`src/rtl/octal_ram_mr_seq.sv`:
```
// Mode-register programming sequencer for an octal RAM: writes a table of
// MR values, optionally reads them back under a mask, and retries on failure.
module octal_ram_mr_seq #(
    parameter int                 N_ENT     = 3,
    parameter logic [N_ENT*8-1:0] P_ADDR    = {8'h08, 8'h04, 8'h00},
    parameter logic [N_ENT*8-1:0] P_DATA    = {8'h0F, 8'h40, 8'h28},
    parameter logic [N_ENT*8-1:0] P_MASK    = {8'h0F, 8'hE0, 8'h3F},
    parameter int                 VERIFY_EN = 1,
    parameter int                 MAX_RETRY = 2,
    parameter int                 TIMEOUT   = 255
) (
    input  logic       iClk,
    input  logic       iRst,
    input  logic       iStart,
    output logic       oBusy,
    output logic       oDone,
    output logic       oPass,
    output logic [3:0] oFailIdx,
    output logic       oReqValid,
    input  logic       iReqReady,
    output logic       oReqWr,
    output logic [7:0] oReqAddr,
    output logic [7:0] oReqData,
    input  logic       iRspValid,
    input  logic [7:0] iRspData,
    output logic [2:0] oDbgState
);

    typedef enum logic [2:0] {
        IDLE    = 3'd0,
        WR_REQ  = 3'd1,
        WR_WAIT = 3'd2,
        RD_REQ  = 3'd3,
        RD_WAIT = 3'd4,
        CHECK   = 3'd5,
        FINISH  = 3'd6
    } state_t;

    localparam logic [15:0] TMO_LAST = 16'(TIMEOUT - 1);
    localparam logic [7:0]  RETRY_LIM = 8'(MAX_RETRY);
    localparam logic [3:0]  LAST_IDX = 4'(N_ENT - 1);

    state_t      state, state_d;
    logic [3:0]  idx, idx_d;
    logic [7:0]  retry, retry_d;
    logic        verify, verify_d;
    logic [7:0]  rsp_q, rsp_d;
    logic        pass_q, pass_d;
    logic [3:0]  fail_q, fail_d;
    logic [15:0] tcnt, tcnt_d;
    logic        fail_hit;

    logic [7:0]  ent_addr, ent_data, ent_mask;
    logic        last;

    always_comb begin
        ent_addr = 8'h00;
        ent_data = 8'h00;
        ent_mask = 8'h00;
        for (int k = 0; k < N_ENT; k++) begin
            if (idx == 4'(k)) begin
                ent_addr = P_ADDR[8*k +: 8];
                ent_data = P_DATA[8*k +: 8];
                ent_mask = P_MASK[8*k +: 8];
            end
        end
    end

    assign last = (idx == LAST_IDX);

    // verify = 1 marks the readback phase; a write issued then is a retry
    // rewrite and is followed by a re-read of the same entry.
    always_comb begin
        state_d  = state;
        idx_d    = idx;
        retry_d  = retry;
        verify_d = verify;
        rsp_d    = rsp_q;
        pass_d   = pass_q;
        fail_d   = fail_q;
        tcnt_d   = 16'd0;
        fail_hit = 1'b0;
        case (state)
            IDLE: begin
                if (iStart) begin
                    state_d  = WR_REQ;
                    idx_d    = 4'd0;
                    retry_d  = 8'd0;
                    verify_d = 1'b0;
                    pass_d   = 1'b0;
                    fail_d   = 4'd0;
                end
            end
            WR_REQ: begin
                if (iReqReady) state_d = WR_WAIT;
            end
            WR_WAIT: begin
                if (iRspValid) begin
                    if (verify) begin
                        state_d = RD_REQ;
                    end else if (last) begin
                        idx_d   = 4'd0;
                        retry_d = 8'd0;
                        if (VERIFY_EN != 0) begin
                            state_d  = RD_REQ;
                            verify_d = 1'b1;
                        end else begin
                            state_d = FINISH;
                            pass_d  = 1'b1;
                        end
                    end else begin
                        idx_d   = idx + 4'd1;
                        retry_d = 8'd0;
                        state_d = WR_REQ;
                    end
                end else if (tcnt == TMO_LAST) begin
                    fail_hit = 1'b1;
                end else begin
                    tcnt_d = tcnt + 16'd1;
                end
            end
            RD_REQ: begin
                if (iReqReady) state_d = RD_WAIT;
            end
            RD_WAIT: begin
                if (iRspValid) begin
                    rsp_d   = iRspData;
                    state_d = CHECK;
                end else if (tcnt == TMO_LAST) begin
                    fail_hit = 1'b1;
                end else begin
                    tcnt_d = tcnt + 16'd1;
                end
            end
            CHECK: begin
                if ((rsp_q & ent_mask) == (ent_data & ent_mask)) begin
                    retry_d = 8'd0;
                    if (last) begin
                        state_d = FINISH;
                        pass_d  = 1'b1;
                    end else begin
                        idx_d   = idx + 4'd1;
                        state_d = RD_REQ;
                    end
                end else begin
                    fail_hit = 1'b1;
                end
            end
            FINISH: state_d = IDLE;
            default: state_d = IDLE;
        endcase

        if (fail_hit) begin
            if (retry == RETRY_LIM) begin
                state_d = FINISH;
                pass_d  = 1'b0;
                fail_d  = idx;
            end else begin
                retry_d = retry + 8'd1;
                state_d = WR_REQ;
            end
        end
    end

    always_ff @(posedge iClk or posedge iRst) begin
        if (iRst) begin
            state  <= IDLE;
            idx    <= 4'd0;
            retry  <= 8'd0;
            verify <= 1'b0;
            rsp_q  <= 8'h00;
            pass_q <= 1'b0;
            fail_q <= 4'd0;
            tcnt   <= 16'd0;
        end else begin
            state  <= state_d;
            idx    <= idx_d;
            retry  <= retry_d;
            verify <= verify_d;
            rsp_q  <= rsp_d;
            pass_q <= pass_d;
            fail_q <= fail_d;
            tcnt   <= tcnt_d;
        end
    end

    // Handshake: oReqValid is held with a stable payload until the cycle
    // iReqReady is high; that cycle is the transfer and valid drops next cycle.
    assign oReqValid = (state == WR_REQ) || (state == RD_REQ);
    assign oReqWr    = (state == WR_REQ);
    assign oReqAddr  = oReqValid ? ent_addr : 8'h00;
    assign oReqData  = (state == WR_REQ) ? ent_data : 8'h00;
    assign oBusy     = (state != IDLE);
    assign oDone     = (state == FINISH);
    assign oPass     = pass_q;
    assign oFailIdx  = fail_q;
    assign oDbgState = state;

endmodule

```
`config.mk`:
```
export PLATFORM = sky130hd
export DESIGN_NAME = octal_ram_mr_seq
export DESIGN_NICKNAME = d
export VERILOG_FILES = /design/src/rtl/octal_ram_mr_seq.sv
export SDC_FILE = /design/constraint.sdc
export NUM_CORES = 1
export LEC_CHECK = 0
export ABC_AREA = 1
export BUFFER_PORTS_ARGS = -buffer_cell sky130_fd_sc_hd__clkbuf_2
export CAP_MARGIN = 5
export CORE_MARGIN = 8
export CORE_UTILIZATION = 51
export DETAILED_ROUTE_END_ITERATION = 16
export PLACE_DENSITY = 0.82
export SYNTH_ARGS = -nofsm -noshare
export SYNTH_HDL_FRONTEND = slang
export SYNTH_SLANG_ARGS = --single-unit
```
`constraint.sdc`:
```
create_clock -name iClk -period 1.6 [get_ports iClk]
set_input_delay 0.08 -clock iClk [delete_from_list [all_inputs] [get_ports iClk]]
set_output_delay 0.08 -clock iClk [all_outputs]
set_load 0.05 [all_outputs]
```
==> flow_summary.toml, run 1 <==
[yosys]
ys_types = 38
yosysSeqAreaShare_pct = 41.6
synthesis.area_mm2 = 0.00271
synthCells = 354
yosysWarnings = 0
avgSynthCellArea_um2 = 7.64
ys_seq_elements = 45

[finish]
drive_above_1_share_pct = 37.9
final_nets = 461
antennaDiodeCount = 0
layoutNonFillerInstCount = 511
design_area_mm2 = 0.00382
area_growth_pct = 41.1

[drt]
vias_per_cell = 5.26
wl_per_cell_um = 15.2
drcViolationCount = 0
vias = 2687
firstDrtPassIters = 4
drt_iter0_markers = 207
finalWirelength_mm = 7.79
antenna_left = 0

[global_routing]
grt_pass1_wl_mm = 12.0
grt_usage_pct = 19.3
grt_max_degree = 23
antenna_found_initial = 0
grt_pass1_vias = 2595
overflow = 0

[placement]
dp.cells = 495
place_hpwl_mm = 4.87
io_buffers = 32
routabilityCongestion = 0.862
dpl_cell_area_mm2 = 0.00336

[setup_path]
crit_path_max_incr_delay_ps = 440
end_kind = "register"
path_cells = "inv_2 -> ha_4 -> nor2_4 -> nand2_2 -> nand2_2 -> a21oi_2 -> nand3_2 -> nand2_4 -> buf_4 -> nand3_1 -> nand3_1 -> nand2_1"
start_kind = "register"
required_ps = 1790
critPathSlowestCell = "dfrtp_1"
crit_fanout = 4
arrival_ps = 2020
critPathTopFamily = "simple AND/OR/NAND/NOR gates"
critPathBufInv = 2
crit_type = "reg -> reg"

[power_and_ir_drop]
p_leak_nw = 1.88
power_density_mw_per_mm2 = 1640
totalPowerFinal_mw = 6.26
ir_worst_vdd_mv = 1.03

[job]
drv_cap = 0

[timing]
timing.final.crit_period_ps = 1830
fin_skew_ps = 7.47
setup_viol = 29
fin_crit_sh_pct = 114
rsz0062_at_grt = "true"
holdWs_ps = 20.7
hold_viol_final = 0
timing.final.ws_setup_ps = -226
slew_viol_final = 0
fmax_ghz = 0.548

[clocking]
cts-root-buf = "clkbuf_8"
htree_levels = 2
clock_sinks = 45
cts_made_buffers = 5
clockBufferDepth = 2
clk_latency_ps = 300
cts.clk_slew.worst_paths_ps = 90
cts_tree = "built"

[die]
die_w_um = 88.8
fp.dieH_um = 88.8
ios = 41
die-area_mm2 = 0.00789
coreArea_mm2 = 0.00511
rows = 26
start_util_pct = 53.0

[status]
outcome = "finished, violations left"
violations = "setup timing"

[hold_path]
hp-class = "in -> reg"
-- power by group --
part           leakage [nW]  switching (mW)  internal, mW
sequential            0.591           0.180          1.35
clock                0.0585           0.393         0.510
combinational          1.23            2.30          1.52
-- metal layers --
metal | up-vias | global-route usage [%] | wire length [um]
met5 | - | 0 | 0
met4 | 0 | 8.91 | 265
met3 | 29 | 3.25 | 484
met2 | 104 | 32.8 | 3790
met1 | 1282 | 23.0 | 3240
li1 | 1272 | - | -
-- path summary, 6_finish.rpt --
path	from	endpoint	slack [ps]	depth (start not counted)
max	idx[1]$_DFFE_PP0P_	oDbgState[1]$_DFFE_PP0P_	-230	12
min	iRspData[7]	rsp_q[7]$_DFFE_PP0P_	20	2
max reg2reg	idx[1]$_DFFE_PP0P_	oDbgState[1]$_DFFE_PP0P_	-230	12
min reg2reg	rsp_q[7]$_DFFE_PP0P_	rsp_q[7]$_DFFE_PP0P_	520	1
max in group asynchronous	iRst	idx[0]$_DFFE_PP0P_	720	4
min in group asynchronous	iRst	retry[7]$_DFF_PP0_	320	3
-- registers in the layout, summed over array words and instances (netlist names) --
register	flops
idx	4
retry	8
tcnt	16
rsp_q	8
oPass	1
oFailIdx	4
verify	1
oDbgState	3
-- cells in the mapped netlist --
master | number | share of area, %
nand3b_2 | 1 | 0.42
nor4_1 | 1 | 0.23
o21ai_1 | 4 | 0.74
o211a_1 | 1 | 0.37
o21ai_0 | 11 | 2.0
nand3b_1 | 2 | 0.55
nand3_2 | 1 | 0.37
dfrtp_1 | 45 | 42
nor2_2 | 3 | 0.69
inv_2 | 2 | 0.28
or2_2 | 1 | 0.23
nand3_1 | 30 | 5.6
nor3b_1 | 2 | 0.55
clkbuf_1 | 1 | 0.14
a21oi_1 | 21 | 3.9
o211ai_1 | 1 | 0.28
buf_2 | 1 | 0.18
nand2_2 | 3 | 0.69
xnor2_1 | 2 | 0.65
mux2_2 | 1 | 0.42
nand2_4 | 3 | 1.2
nor3_1 | 4 | 0.74
nand2b_1 | 1 | 0.23
buf_4 | 10 | 2.8
nand4_1 | 3 | 0.69
a31oi_1 | 1 | 0.23
nand2_1 | 66 | 9.2
a21oi_2 | 1 | 0.32
inv_1 | 50 | 6.9
ha_1 | 8 | 3.7
buf_6 | 3 | 1.2
a22oi_1 | 1 | 0.28
conb_1 | 1 | 0.14
nor2_1 | 54 | 7.5
nor2_4 | 1 | 0.42
nor2_8 | 1 | 0.74
o21a_1 | 3 | 0.83
xor2_1 | 9 | 2.9
-- cell families after synthesis --
kind of cell,Yosys count,share of synthesized area [%]
buf+inv,67,11.6
compound gates,44,8.97
other cells,1,0.139
xor+xnor,11,3.56
simple gates,177,30.0
fa+ha+maj,8,3.70
flops,45,41.6
mux,1,0.416
-- placed cells by master (no fill, tap or decap), types with 2 or more instances in the layout --
master and count:
inv_1 36, inv_2 11, nand4_1 3, ha_4 3, nand2_1 57, nor2_2 8, xor2_1 9, a21oi_1 20
o21ai_0 7, o21a_1 3, buf_4 43, nand3_2 4, buf_8 8, nand2_2 6, dfrtp_2 2, dfrtp_1 41
nand3_1 27, o21ai_1 7, conb_1 8, inv_4 5, buf_6 10, nand2_4 8, nor3_2 2, xnor2_1 2
nor2_4 12, clkbuf_8 6, nor3_1 2, ha_1 5, dfrtp_4 2, clkbuf_2 23, nor2_1 38, nand3b_1 2
-- repair_timing --
item | 4_1_cts | 5_1_grt
resized for setup | 42 | 36
endpoints found under the hold margin | 20 | 0
pin swaps | 5 | 3
endpoints found under the setup margin | 31 | 51
hold buffers | 1 | 0
setup buffers | 5 | 2
-- area by class of cell --
| type | instances | area (um^2) |
|---|---|---|
| repair buffers | 87 | 726 |
| fillers | 321 | 1290 |
| clock buffers | 7 | 86.3 |
| clock inverters | 1 | 30.0 |
| well taps | 70 | 87.6 |
| flip-flops and latches | 45 | 1140 |
| inverters | 52 | 208 |
| multi-input cells | 249 | 1540 |
-- through the flow --
step           worst slack [ps]  TNS [ps]  util [%]
6_report                   -226     -4460      74.7
4_1_cts                    -163     -2830      72.6
5_1_grt                    -330     -6950      74.7
3_5_place_dp               -176     -2440      65.8
2_1_floorplan              -214     -2170         -
3_3_place_gp               -107     -1250      65.8
No activity file was read; power rests on OpenSTA's default activity.
==> run 2: changes to the inputs <==
Settings changed: CORE_UTILIZATION 51 to 31, PLACE_DENSITY 0.82 to 0.56.
==> flow_summary.toml, run 2 (synthesis gave the netlist of run 1 again) <==
[status]
outcome = "finished, violations left"
violations = "setup timing"

[timing]
holdWs_ps = 20.3
timing.final.crit_period_ps = 1790
timing.final.ws_setup_ps = -189
fin_tns_setup_ps = -3520
rsz0062_at_grt = "true"
fmax_ghz = 0.559
slew_viol_final = 0
fin_crit_sh_pct = 112
setup_viol = 27
hold_viol_final = 0
fin_skew_ps = 9.44

[finish]
final_cell_mix = "56 x buf_4, 48 x nand2_1, 41 x dfrtp_1, 38 x nor2_1, 37 x inv_1"
num-fill-cells = 858
drive_above_1_share_pct = 43.6
top_register = "tcnt"
reg_top3 = "tcnt: 16 flops, retry: 8 flops, rsp_q: 8 flops"
final_core_util_pct = 47.1
ff_latch_area_mm2 = 0.00114
final_nets = 472
multi_input_area_mm2 = 0.00163
largest_reg_flops = 16
layoutNonFillerInstCount = 560
antennaDiodeCount = 0
design_area_mm2 = 0.00405
final_common_cell = "buf_4"
area_growth_pct = 49.7

[power_and_ir_drop]
swShare_pct = 43.7
totalPowerFinal_mw = 6.43
combPwrFrac_pct = 60.0
p_leak_nw = 1.97
power_frac_clock_pct = 16.2
internal_power_mw = 3.62
power_density_mw_per_mm2 = 1590
switchingPower_mw = 2.81
sequentialPowerShare_pct = 23.8
ir_worst_vdd_mv = 0.807

[global_routing]
grt_pass1_wl_mm = 11.2
antenna_found_initial = 0
grt_usage_pct = 11.4
grt_max_degree = 25
overflow = 0
grt_pass1_vias = 2531

[setup_path]
ff2ff_setup_slack_ps = -190
crit_type = "reg -> reg"
crit_start = "idx[0]$_DFFE_PP0P_"
start_kind = "register"
arrival_ps = 1990
endpoint = "retry[1]$_DFF_PP0_"
required_ps = 1800
r2r.worst_path.cells = 13
crit_fanout = 5
end_kind = "register"
r2r_start = "idx[0]$_DFFE_PP0P_"
r2r_end = "retry[1]$_DFF_PP0_"

[placement]
place_hpwl_mm = 5.14
dp_slack_ps = -215
routabilityCongestion = 0.792
dp.cells = 537
dpl_cell_area_mm2 = 0.00345
io_buffers = 32

[clocking]
cts-root-buf = "clkbuf_8"
clock_sinks = 45
cts_made_buffers = 5
htree_levels = 2
cts_tree = "built"
cts.clk_slew.worst_paths_ps = 90
clk_latency_ps = 300
clockBufferDepth = 2

[die]
die_w_um = 109
die-area_mm2 = 0.0120
start_util_pct = 31.5
rows = 34
fp.dieH_um = 109
coreArea_mm2 = 0.00859
ios = 41

[drt]
finalWirelength_mm = 6.74
drt_iter0_markers = 48
firstDrtPassIters = 4
antenna_left = 0
vias = 2526
vias_per_cell = 4.51
drcViolationCount = 0
wl_per_cell_um = 12.0

[hold_path]
hp-class = "in -> reg"

[job]
drv_cap = 0
[run 2: critical path: stages, from the launching register on]
cell and delay, ps:
dfrtp_2 430, inv_4 60, ha_4 150, inv_2 60
nor2_4 40, nand2_2 80, nand2_2 50, a21oi_2 170
nand3_2 110, nand2_4 150, nand2_8 100, buf_6 140
nand3b_1 70, nand2_1 60
[run 2: power groups by stage]
stage                     Combinational [mW]  Clock, mW  Sequential (mW)
after floorplan                         1.95          0             1.69
after global placement                  3.01          0             1.53
after detailed placement                3.04          0             1.54
after CTS                               3.49       1.08             1.51
after global routing                    4.19       1.12             1.56
final                                   3.86       1.04             1.53
[run 2: final cells by class]
cell class / count / area share [%]
clock buffer: 5 / 1.70
clock inverter: 3 / 1.70
inverter: 52 / 5.07
multi-input combinational: 249 / 40.2
sequential: 45 / 28.1
tap: 108 / 3.34
timing repair buffer: 98 / 19.9
[run 2: timing repair]
| item | 4_1_cts | 5_1_grt |
|---|---|---|
| buffers inserted | 10 | 4 |
| hold buffers | 2 | 0 |
| resized for setup | 40 | 54 |
| setup endpoints to repair | 29 | 40 |
| endpoints found under the hold margin | 35 | 0 |
| pin swaps | 20 | 17 |
[run 2: worst min path at each step]
stage           startpoint              endpoint  cells past startpoint
2_1_floorplan  iRspData[7]  rsp_q[7]$_DFFE_PP0P_                      1
3_3_place_gp          iRst    tcnt[13]$_DFF_PP0_                      2
3_5_place_dp          iRst    tcnt[13]$_DFF_PP0_                      2
4_1_cts        iRspData[6]  rsp_q[6]$_DFFE_PP0P_                      3
5_1_grt        iRspData[5]  rsp_q[5]$_DFFE_PP0P_                      3
6_report       iRspData[6]  rsp_q[6]$_DFFE_PP0P_                      3
[run 2: routing by layer]
layer	vias up	GRT usage, %	part of all wire, %
met2	43	19.5	49
met1	1181	14.2	45
met4	0	3.47	1.0
li1	1294	-	-
met3	8	2.11	5.1
met5	-	0	0
